--- config.mk ---
export PLATFORM = sky130hd
export DESIGN_NAME = panda_uart_tx
export DESIGN_NICKNAME = d
export VERILOG_FILES = /design/src/rtl/panda_pkg.sv /design/src/rtl/panda_fifo.sv /design/src/rtl/panda_uart_tx.sv
export SDC_FILE = /design/constraint.sdc
export NUM_CORES = 1
export LEC_CHECK = 0
export BUFFER_PORTS_ARGS = -buffer_cell sky130_fd_sc_hd__buf_2
export CAP_MARGIN = 20
export CORE_MARGIN = 1.5
export CORE_UTILIZATION = 55
export DETAILED_ROUTE_END_ITERATION = 7
export PLACE_DENSITY = 0.79
export SLEW_MARGIN = 20
export SYNTH_ARGS = -nofsm -noshare
export SYNTH_HDL_FRONTEND = slang
export SYNTH_HIERARCHICAL = 1
export SYNTH_SLANG_ARGS = --single-unit
--- constraint.sdc ---
create_clock -name clk_i -period 4.2 [get_ports clk_i]
set_input_delay 0.42 -clock clk_i [delete_from_list [all_inputs] [get_ports clk_i]]
set_output_delay 0.42 -clock clk_i [all_outputs]
set_load 0.01 [all_outputs]
--- src/rtl/panda_pkg.sv ---
// ---------------------------------------------------------------------------
// panda_pkg
// Shared types and constants for the panda UART transmitter.
//   uart_state_e     : transmitter FSM state encoding
//   UART_*           : register indices (byte offset >> 2) in the 16-byte window
//   uart_status_word : packs the STATUS register image
// ---------------------------------------------------------------------------
package panda_pkg;

  typedef enum logic [1:0] {
    IDLE  = 2'd0,
    START = 2'd1,
    DATA  = 2'd2,
    STOP  = 2'd3
  } uart_state_e;

  // Register indices, i.e. data_addr_i[3:2]
  localparam logic [1:0] UART_TXDATA = 2'd0;  // 0x0
  localparam logic [1:0] UART_STATUS = 2'd1;  // 0x4
  localparam logic [1:0] UART_CTRL   = 2'd2;  // 0x8
  localparam logic [1:0] UART_RSVD   = 2'd3;  // 0xC

  // STATUS layout: [0] full, [1] empty, [2] busy, [3] ovf, [15:8] count
  function automatic logic [31:0] uart_status_word(
    input logic       full,
    input logic       empty,
    input logic       busy,
    input logic       ovf,
    input logic [7:0] count
  );
    return {16'h0000, count, 4'h0, ovf, busy, empty, full};
  endfunction

endpackage

--- src/rtl/panda_fifo.sv ---
// ---------------------------------------------------------------------------
// panda_fifo
// Generic synchronous FIFO. A push while full and a pop while empty are
// ignored; fullness is judged on the registered count, so a push on a full
// FIFO is dropped even if a pop happens on the same edge.
// Ports:
//   clk_i, rst_ni      clock, async active-low reset
//   push_i, wdata_i    write request and data
//   pop_i, rdata_o     read request and head-of-queue data (show-ahead)
//   full_o, empty_o    status flags
//   count_o            number of stored entries (0..DEPTH)
// DEPTH must be a power of two so the pointers wrap naturally.
// ---------------------------------------------------------------------------
module panda_fifo #(
  parameter int WIDTH = 8,
  parameter int DEPTH = 8
) (
  input  logic                   clk_i,
  input  logic                   rst_ni,
  input  logic                   push_i,
  input  logic [WIDTH-1:0]       wdata_i,
  input  logic                   pop_i,
  output logic [WIDTH-1:0]       rdata_o,
  output logic                   full_o,
  output logic                   empty_o,
  output logic [$clog2(DEPTH):0] count_o
);

  localparam int AW = $clog2(DEPTH);
  localparam int CW = AW + 1;

  logic [WIDTH-1:0] mem_q [DEPTH];
  logic [WIDTH-1:0] mem_d [DEPTH];
  logic [AW-1:0]    wr_ptr_q, wr_ptr_d;
  logic [AW-1:0]    rd_ptr_q, rd_ptr_d;
  logic [CW-1:0]    count_q, count_d;
  logic             do_push;
  logic             do_pop;

  assign full_o  = (count_q == CW'(DEPTH));
  assign empty_o = (count_q == '0);
  assign do_push = push_i && !full_o;
  assign do_pop  = pop_i && !empty_o;
  assign rdata_o = mem_q[rd_ptr_q];
  assign count_o = count_q;

  always_comb begin
    mem_d    = mem_q;
    wr_ptr_d = wr_ptr_q;
    rd_ptr_d = rd_ptr_q;
    count_d  = count_q;
    if (do_push) begin
      mem_d[wr_ptr_q] = wdata_i;
      wr_ptr_d        = wr_ptr_q + AW'(1);
    end
    if (do_pop) begin
      rd_ptr_d = rd_ptr_q + AW'(1);
    end
    case ({do_push, do_pop})
      2'b10:   count_d = count_q + CW'(1);
      2'b01:   count_d = count_q - CW'(1);
      default: count_d = count_q;
    endcase
  end

  // Storage needs no reset: nothing is read until it has been written.
  always_ff @(posedge clk_i) begin
    mem_q <= mem_d;
  end

  always_ff @(posedge clk_i or negedge rst_ni) begin
    if (!rst_ni) begin
      wr_ptr_q <= '0;
      rd_ptr_q <= '0;
      count_q  <= '0;
    end else begin
      wr_ptr_q <= wr_ptr_d;
      rd_ptr_q <= rd_ptr_d;
      count_q  <= count_d;
    end
  end

endmodule

--- src/rtl/panda_uart_tx.sv ---
// ---------------------------------------------------------------------------
// panda_uart_tx
// Memory-mapped 8N1 UART transmitter with a TX FIFO, sitting on the core
// data port beside the data RAM.
// Ports:
//   clk_i, rst_ni     clock, async active-low reset
//   data_addr_i       byte address; selected when [31:4] matches BASE_ADDR
//   data_wdata_i      write data
//   data_we_i         byte strobes; only strobe 0 has an effect
//   data_rdata_o      registered read data (one cycle after the address)
//   tx_o              serial line, idle high, driven from a flop
// Registers (offset): 0x0 TXDATA (wo), 0x4 STATUS, 0x8 CTRL, 0xC reserved
//
// state | meaning
// ------+-------------------------------------------------------------
// IDLE  | line high, waiting for en=1 and a queued byte
// START | start bit (low) for CLKS_PER_BIT cycles
// DATA  | 8 data bits LSB first, CLKS_PER_BIT cycles each
// STOP  | stop bit (high); chains straight into START if more is queued
// ---------------------------------------------------------------------------
module panda_uart_tx
  import panda_pkg::*;
#(
  parameter logic [31:0] BASE_ADDR    = 32'h8000_0000,
  parameter int          CLKS_PER_BIT = 16,
  parameter int          FIFO_DEPTH   = 8
) (
  input  logic        clk_i,
  input  logic        rst_ni,
  input  logic [31:0] data_addr_i,
  input  logic [31:0] data_wdata_i,
  input  logic [3:0]  data_we_i,
  output logic [31:0] data_rdata_o,
  output logic        tx_o
);

  localparam int                BAUD_W    = $clog2(CLKS_PER_BIT);
  localparam int                CNT_W     = $clog2(FIFO_DEPTH) + 1;
  localparam logic [BAUD_W-1:0] BAUD_LAST = BAUD_W'(CLKS_PER_BIT - 1);

  // Register interface
  logic             sel;
  logic [1:0]       reg_idx;
  logic             wr_en;
  logic             push_req;
  logic             ovf_clr;
  logic             ctrl_wr;
  logic             en_q, en_d;
  logic             ovf_q, ovf_d;
  logic [31:0]      rdata_q, rdata_d;

  // FIFO
  logic             fifo_pop;
  logic             fifo_full;
  logic             fifo_empty;
  logic [7:0]       fifo_head;
  logic [CNT_W-1:0] fifo_count;

  // Transmitter
  uart_state_e      state_q, state_d;
  logic [BAUD_W-1:0] baud_q, baud_d;
  logic [2:0]       bit_q, bit_d;
  logic [7:0]       shift_q, shift_d;
  logic             tx_q, tx_d;
  logic             baud_end;
  logic             start_ok;

  logic             unused_bits;

  assign sel      = (data_addr_i[31:4] == BASE_ADDR[31:4]);
  assign reg_idx  = data_addr_i[3:2];
  assign wr_en    = sel && data_we_i[0];
  assign push_req = wr_en && (reg_idx == UART_TXDATA);
  assign ovf_clr  = wr_en && (reg_idx == UART_STATUS) && data_wdata_i[3];
  assign ctrl_wr  = wr_en && (reg_idx == UART_CTRL);

  assign unused_bits = ^{data_addr_i[1:0], data_wdata_i[31:8], data_we_i[3:1]};

  panda_fifo #(
    .WIDTH (8),
    .DEPTH (FIFO_DEPTH)
  ) u_fifo (
    .clk_i   (clk_i),
    .rst_ni  (rst_ni),
    .push_i  (push_req),
    .wdata_i (data_wdata_i[7:0]),
    .pop_i   (fifo_pop),
    .rdata_o (fifo_head),
    .full_o  (fifo_full),
    .empty_o (fifo_empty),
    .count_o (fifo_count)
  );

  // -------------------------------------------------------------------------
  // Register file
  // -------------------------------------------------------------------------
  always_comb begin
    en_d = en_q;
    if (ctrl_wr) begin
      en_d = data_wdata_i[0];
    end

    // A dropped push wins over a clear; both cannot target one register
    // in the same cycle anyway, since they decode different offsets.
    ovf_d = ovf_q;
    if (ovf_clr) begin
      ovf_d = 1'b0;
    end
    if (push_req && fifo_full) begin
      ovf_d = 1'b1;
    end

    rdata_d = '0;
    if (sel) begin
      case (reg_idx)
        UART_STATUS: rdata_d = uart_status_word(fifo_full, fifo_empty,
                                                state_q != IDLE, ovf_q,
                                                8'(fifo_count));
        UART_CTRL:   rdata_d = {31'b0, en_q};
        default:     rdata_d = '0;
      endcase
    end
  end

  always_ff @(posedge clk_i or negedge rst_ni) begin
    if (!rst_ni) begin
      en_q    <= 1'b0;
      ovf_q   <= 1'b0;
      rdata_q <= '0;
    end else begin
      en_q    <= en_d;
      ovf_q   <= ovf_d;
      rdata_q <= rdata_d;
    end
  end

  assign data_rdata_o = rdata_q;

  // -------------------------------------------------------------------------
  // Transmit FSM
  // -------------------------------------------------------------------------
  assign baud_end = (baud_q == BAUD_LAST);
  assign start_ok = en_q && !fifo_empty;

  always_comb begin
    state_d  = state_q;
    baud_d   = baud_q;
    bit_d    = bit_q;
    shift_d  = shift_q;
    fifo_pop = 1'b0;

    case (state_q)
      IDLE: begin
        baud_d = '0;
        bit_d  = '0;
        if (start_ok) begin
          state_d  = START;
          shift_d  = fifo_head;
          fifo_pop = 1'b1;
        end
      end

      START: begin
        if (baud_end) begin
          baud_d  = '0;
          bit_d   = '0;
          state_d = DATA;
        end else begin
          baud_d = baud_q + BAUD_W'(1);
        end
      end

      DATA: begin
        if (baud_end) begin
          baud_d  = '0;
          shift_d = {1'b0, shift_q[7:1]};
          if (bit_q == 3'd7) begin
            state_d = STOP;
          end else begin
            bit_d = bit_q + 3'd1;
          end
        end else begin
          baud_d = baud_q + BAUD_W'(1);
        end
      end

      STOP: begin
        if (baud_end) begin
          baud_d = '0;
          // Chain the next frame without passing through IDLE so that
          // consecutive frames have no idle gap between them.
          if (start_ok) begin
            state_d  = START;
            shift_d  = fifo_head;
            fifo_pop = 1'b1;
          end else begin
            state_d = IDLE;
          end
        end else begin
          baud_d = baud_q + BAUD_W'(1);
        end
      end

      default: begin
        state_d = IDLE;
        baud_d  = '0;
        bit_d   = '0;
      end
    endcase

    // Line level follows the state being entered so tx_o is a plain flop.
    case (state_d)
      START:   tx_d = 1'b0;
      DATA:    tx_d = shift_d[0];
      default: tx_d = 1'b1;
    endcase
  end

  always_ff @(posedge clk_i or negedge rst_ni) begin
    if (!rst_ni) begin
      state_q <= IDLE;
      baud_q  <= '0;
      bit_q   <= '0;
      shift_q <= '0;
      tx_q    <= 1'b1;
    end else begin
      state_q <= state_d;
      baud_q  <= baud_d;
      bit_q   <= bit_d;
      shift_q <= shift_d;
      tx_q    <= tx_d;
    end
  end

  assign tx_o = tx_q;

endmodule
# == Word level (Yosys, flattened, before mapping) ==
# Cells that the tools add are included.
# op_classes
eq_ne,17
bitwise,2
addsub,6
n_reduce_logical,23
n_mux,32
n_lt_le_gt_ge,3
# op_table
operator,n
64-bit bitwise mux,1
8-bit two-way mux,6
28-bit == test (second input constant),1
8-bit binary-select mux with 3-bit select,1
8-bit demux with 3-bit select,1
12-bit case mux with 2 select lines,1
8-bit case mux with 3 select lines,1
4-bit case mux with 2 select lines,2
12-bit two-way mux,1
2-bit == test (second input constant),5
1-bit logical AND,10
2-bit two-way mux,5
3-bit by 1-bit adder with 3-bit output (second input constant),3
3-bit two-way mux,3
3-bit case mux with 3 select lines,1
4-bit by 1-bit adder with 4-bit output (second input constant),2
2-bit by 1-bit == test with 1-bit output (second input constant),4
4-bit == test (second input constant),2
4-bit greater-or-equal comparator (second input constant),2
2-bit inequality test (second input constant),4
3-bit inverter with 4-bit output,2
2-bit case mux with 4 select lines,1
2-bit nonzero test,3
3-bit nonzero test,2
other kinds (12),19
# totals
output_inout_bits,33
reg_bits,126
in_bits,70
elab_cells,103

# == Depth between registers and ports, before layout ==
# logic_depth
depth_word,9
depth_mapped,12
ltp_nobuf,11

# == By module ==
# The synthesis kept the hierarchy.
# by_module_without_submodules
mod,cells_each,area_each_um2,n_inst,seq_area_each_um2
panda_fifo,159,3129.3,1,2172.1
panda_uart_tx,181,1778.0,1,701.9

# == Least setup slack after synthesis ==
# Ideal clock, no wire load.
# synth_path
kind,register -> register
start,reg baud_q[0]
end,"reg u_fifo.count_q[3], in the netlist u_fifo/count_o[3]"
required_ns,4.066
stages_incl_launch_ff,13
setup_slack_ns,1.130
arrival_time_ns,2.936
setup_time_ns,0.134
path_buffers,1
period_less_slack_ns,3.070
path_cell_list,dfrtp_1 > ha_1 > and3_1 > buf_6 > a21oi_2 > nor3_1 > o41ai_1 > inv_1 > ha_1 > ha_1 > or4b_2 > o311ai_0 > o211ai_1
# synth_via
elab_chain_cells,6
elab_cells_between_ends,8
cone_classes,eq/ne: 3; mux: 3; reduce/logical: 2
# synth_lines
item,line_no,rtl
from (decl),panda_uart_tx.sv:61,"logic [BAUD_W-1:0] baud_q, baud_d;"
from (signal assigned),panda_uart_tx.sv:228,baud_q <= baud_d;
4-bit == test (*),panda_uart_tx.sv:142,assign baud_end = (baud_q == BAUD_LAST);
1-bit two-way mux (*),panda_uart_tx.sv:188,if (baud_end) begin
1-bit case mux with 2 select lines (*),panda_uart_tx.sv:152,case (state_q)
net fifo_pop,panda_uart_tx.sv:53,logic fifo_pop;
1-bit logical AND (*),panda_fifo.sv:43,assign do_pop = pop_i && !empty_o;
net u_fifo.do_pop,panda_fifo.sv:38,logic do_pop;
2-bit by 1-bit == test with 1-bit output / 2-bit == test (equally long branches),panda_fifo.sv:59,"case ({do_push, do_pop})"
4-bit case mux with 2 select lines / 2-bit nonzero test (equally long branches),n/a,
to (signal assigned),panda_fifo.sv:79,count_q <= count_d;
to (decl),panda_fifo.sv:36,"logic [CW-1:0] count_q, count_d;"
# The timed path passes the listed nets; every way through them passes the cells marked *.
# A chain may end at the register's enable or synchronous reset.

# == Final worst setup path ==
# layout_path
start,reg state_q[1]
end,"reg u_fifo.count_q[3], in the netlist u_fifo/count_o[3]"
# layout_via
elab_chain_cells,5
elab_cells_between_ends,8
cone_classes,eq/ne: 3; mux: 2; reduce/logical: 3
# layout_lines
item,line_no,rtl
from (decl),panda_uart_tx.sv:60,"uart_state_e state_q, state_d;"
from (signal assigned),panda_uart_tx.sv:227,state_q <= state_d;
2-bit == test / 2-bit logical NOT (equally long branches),panda_uart_tx.sv:152,
1-bit case mux with 2 select lines (*),panda_uart_tx.sv:152,
net fifo_pop,panda_uart_tx.sv:53,
1-bit logical AND (*),panda_fifo.sv:43,
net u_fifo.do_pop,panda_fifo.sv:38,
2-bit by 1-bit == test with 1-bit output / 2-bit == test (equally long branches),panda_fifo.sv:59,
4-bit case mux with 2 select lines / 2-bit nonzero test (equally long branches),n/a,
# Marked as above.

==> flow_summary.ini <==
[detailed_routing]
wl_per_cell_um = 16.87
dr.pass1.iters = 4
avgViaCountPerCell = 5.635
drc = 0
route.vias.total = 2840
drt.antenna.violating_nets = 0
routed_wirelength_um = 8504
drt_iter0_markers = 157

[yosys]
syn-instance-count = 340
yosysWarnings = 6
ys.flop_type = edfxtp_1
synth.distinct_cells = 56
synth_edf_count = 64
postSynthAreaPerCell_um2 = 14.43
syn-cell-area_um2 = 4907
seq_area_frac_synth = 0.5857
async_flop_share = 0.3725
synth-seq-cells = 102

[sta]
rsz0062_at_grt = no
worst_slew_pin_slew_ps = 915.9
whs_ps = 154.6
fmax_mhz = 276.3
setup_viol = 0
finalClockSkew_ps = 13.64
period_needed_ps = 3619
tns_ps = 0
slew_viol_final = 0
hold_violations = 0
fin_ws_ps = 580.6
max-slew-margin-rel = 0.3872
period_share = 0.8618

[critical_path]
worstSetupEndpointType = register
path_delay_family = adder cells
critical_path_class = register to register
cpPeakStageDelay_ps = 640
cp_slowest_cell = or4b_2
cp_common_cell = ha_1
path_max_fanout = 12
critPathArrivalTime_ps = 3860
r2r_setup_slack_ps = 580
r2r-start = state_q[1]
crit_required_ps = 4440
worstPathCellList = inv_1, ha_1, a21oi_2, nor3_1, o41ai_1, inv_1, ha_1, ha_1, or4b_2, o311ai_0, o211ai_1
critPathBufInv = 2
critPathLaunch = state_q[1]
cp-start-kind = register

[global_routing]
grt_pass1_vias = 2853
antenna_found_initial = 0
grt_max_degree = 39
track_usage = 0.1898
overflow = 0
grt_pass1_wl_um = 13970

[job]
cap_violations = 0

[finish]
areaGrowthSynthToFinish_pct = 8.924
fin_nets = 477
diodes = 0
utilization = 0.6159
drive_gt1_frac = 0.2273

[placement]
port_buffers = 49
post-place-ws_ps = 624.8
hpwl_um = 5877
gp_congestion = 0.7432

[clock_tree]
cts_tree = done
ctsRootBufferMaster = clkbuf_8
path_clk_slew_ps = 110
clk_latency_ps = 360
ctsHoldBuffers = 0
cts_resized = 0
post_cts.repair.setup_buffers = 0
cts_buffers = 9
clock_sinks = 102
clockBufferDepth = 2
htree_levels = 3

[floorplanning]
initial_core_util = 0.5655
die_h_um = 97.46
die_area_um2 = 9497
die_w_um = 97.46
fp-row-count = 34
ios = 103
core_um2 = 8678

[power_and_ir_drop]
leakage_nw = 2.170
p_per_area_nw_per_um2 = 321.7
vdd_drop_max_uv = 257.4

[min_path]
hold_path_class = primary input to async pin

[outcome]
status = completed
cells in the final DEF (no fill, tap or decap), types with 2 or more instances in the layout:
cell / n
nor2_1: 12
nor2b_1: 2
dfrtp_1: 37
nand3_1: 9
mux2_2: 10
mux4_1: 16
a21oi_2: 2
mux2i_1: 8
inv_6: 2
nand2b_1: 5
ha_1: 15
clkbuf_8: 9
nand4_1: 2
a31oi_1: 3
o21a_1: 8
nor4_1: 8
nor3_1: 6
xnor2_1: 6
edfxtp_1: 64
nor3b_1: 3
inv_8: 2
a22o_1: 2
o21ai_0: 5
conb_1: 24
and3_1: 11
nand2_1: 10
buf_4: 6
a21oi_1: 7
o21ai_1: 6
buf_2: 49
inv_1: 15
a2bb2oi_1: 6
clkinv_8: 2
final timing paths:
kind                                     endpoint  cells past startpoint
max in group asynchronous                bit_q[0]                      1
worst min-delay path            u_fifo/count_o[1]                      1
min in group clk_i               u_fifo/mem_q[63]                      1
worst min register to register              ovf_q                      1
worst max register to register  u_fifo/count_o[3]                     11
worst max-delay path            u_fifo/count_o[3]                     11
cells in the mapped netlist (all sizes together) (2+ instances only):
cell | n | area share
edfxtp | 64 | 0.39
dfrtp | 37 | 0.19
buf | 36 | 0.055
mux4 | 16 | 0.086
ha | 15 | 0.038
inv | 15 | 0.011
mux2 | 12 | 0.028
nor2 | 12 | 0.0092
and3 | 11 | 0.014
nand2 | 11 | 0.0099
o21ai | 11 | 0.011
a21oi | 9 | 0.011
nand3 | 9 | 0.0092
mux2i | 8 | 0.016
nor4 | 8 | 0.010
o21a | 8 | 0.012
a2bb2oi | 6 | 0.011
nor3 | 6 | 0.0061
xnor2 | 6 | 0.011
nand2b | 5 | 0.0064
a31oi | 3 | 0.0038
nor3b | 3 | 0.0046
a22o | 2 | 0.0036
a41oi | 2 | 0.0051
clkbuf | 2 | 0.0015
nand4 | 2 | 0.0025
nor2b | 2 | 0.0025
or4b | 2 | 0.0048
sequential cells by signal, summed over array words and instances, names as in the netlist:
signal and cells:
tx_o 1, baud_q 4, shift_q 8, u_fifo/wr_ptr_q 3, u_fifo/rd_ptr_q 3, ovf_q 1, state_q 2, en_q 1
data_rdata_o 8, u_fifo/count_o 4, bit_q 3, u_fifo/mem_q 64
metrics by stage:
step / std cells / instance area, um^2 / power (mW)
6_report: 504 / 5345 / 1.720
5_1_grt: 504 / 5345 / 1.774
4_1_cts: 504 / 5345 / 1.733
3_5_place_dp: 488 / 5140 / 1.136
3_3_place_gp: 488 / 5140 / 1.133
2_1_floorplan: 363 / 4994 / 1.119
report_power, final:
part,total [mW],internal [mW],switching [mW]
registers,1.07,1.07,0.000000874
clock network,0.606,0.239,0.367
logic,0.0470,0.0153,0.0318
total,1.72,1.32,0.398
layer usage:
metal | track usage | up-vias | part of all wire
li1 | - | 1354 | -
met1 | 0.2420 | 1399 | 0.43
met2 | 0.3178 | 72 | 0.52
met3 | 0.03525 | 15 | 0.037
met4 | 0.08571 | 0 | 0.019
met5 | 0 | - | 0
cell type report:
class                   instances  area [um^2]
clock buffers                   9        123.9
inverters                      15        56.30
repair buffers                 55        290.3
multi-input cells             208         1784
fillers                       660         3333
flip-flops and latches        102         2874
well taps                     108        135.1
clock inverters                 7        81.33
kinds of logic (layout without fill, tap and decap cells):
logic type	count (synthesis)	in the layout	synth area share
AOI/OAI and AO/OA	50	50	0.07420
xor gates and xnor gates	7	7	0.01249
adders and majority gates	16	16	0.04233
buffers and inverters	53	86	0.06833
DFF	102	102	0.5857
muxes	36	36	0.1303
other	1	24	0.0007642
and+or+nand+nor	75	75	0.08593
worst register-to-register path, delay by kind of cell (launching register included):
kind            cells  cell delay (ps)
buf+inv             2              300
simple gates        2              940
compound gates      4              650
fa+ha+maj           3             1170
flops               1              440
No activity file was read; power rests on OpenSTA's default activity.
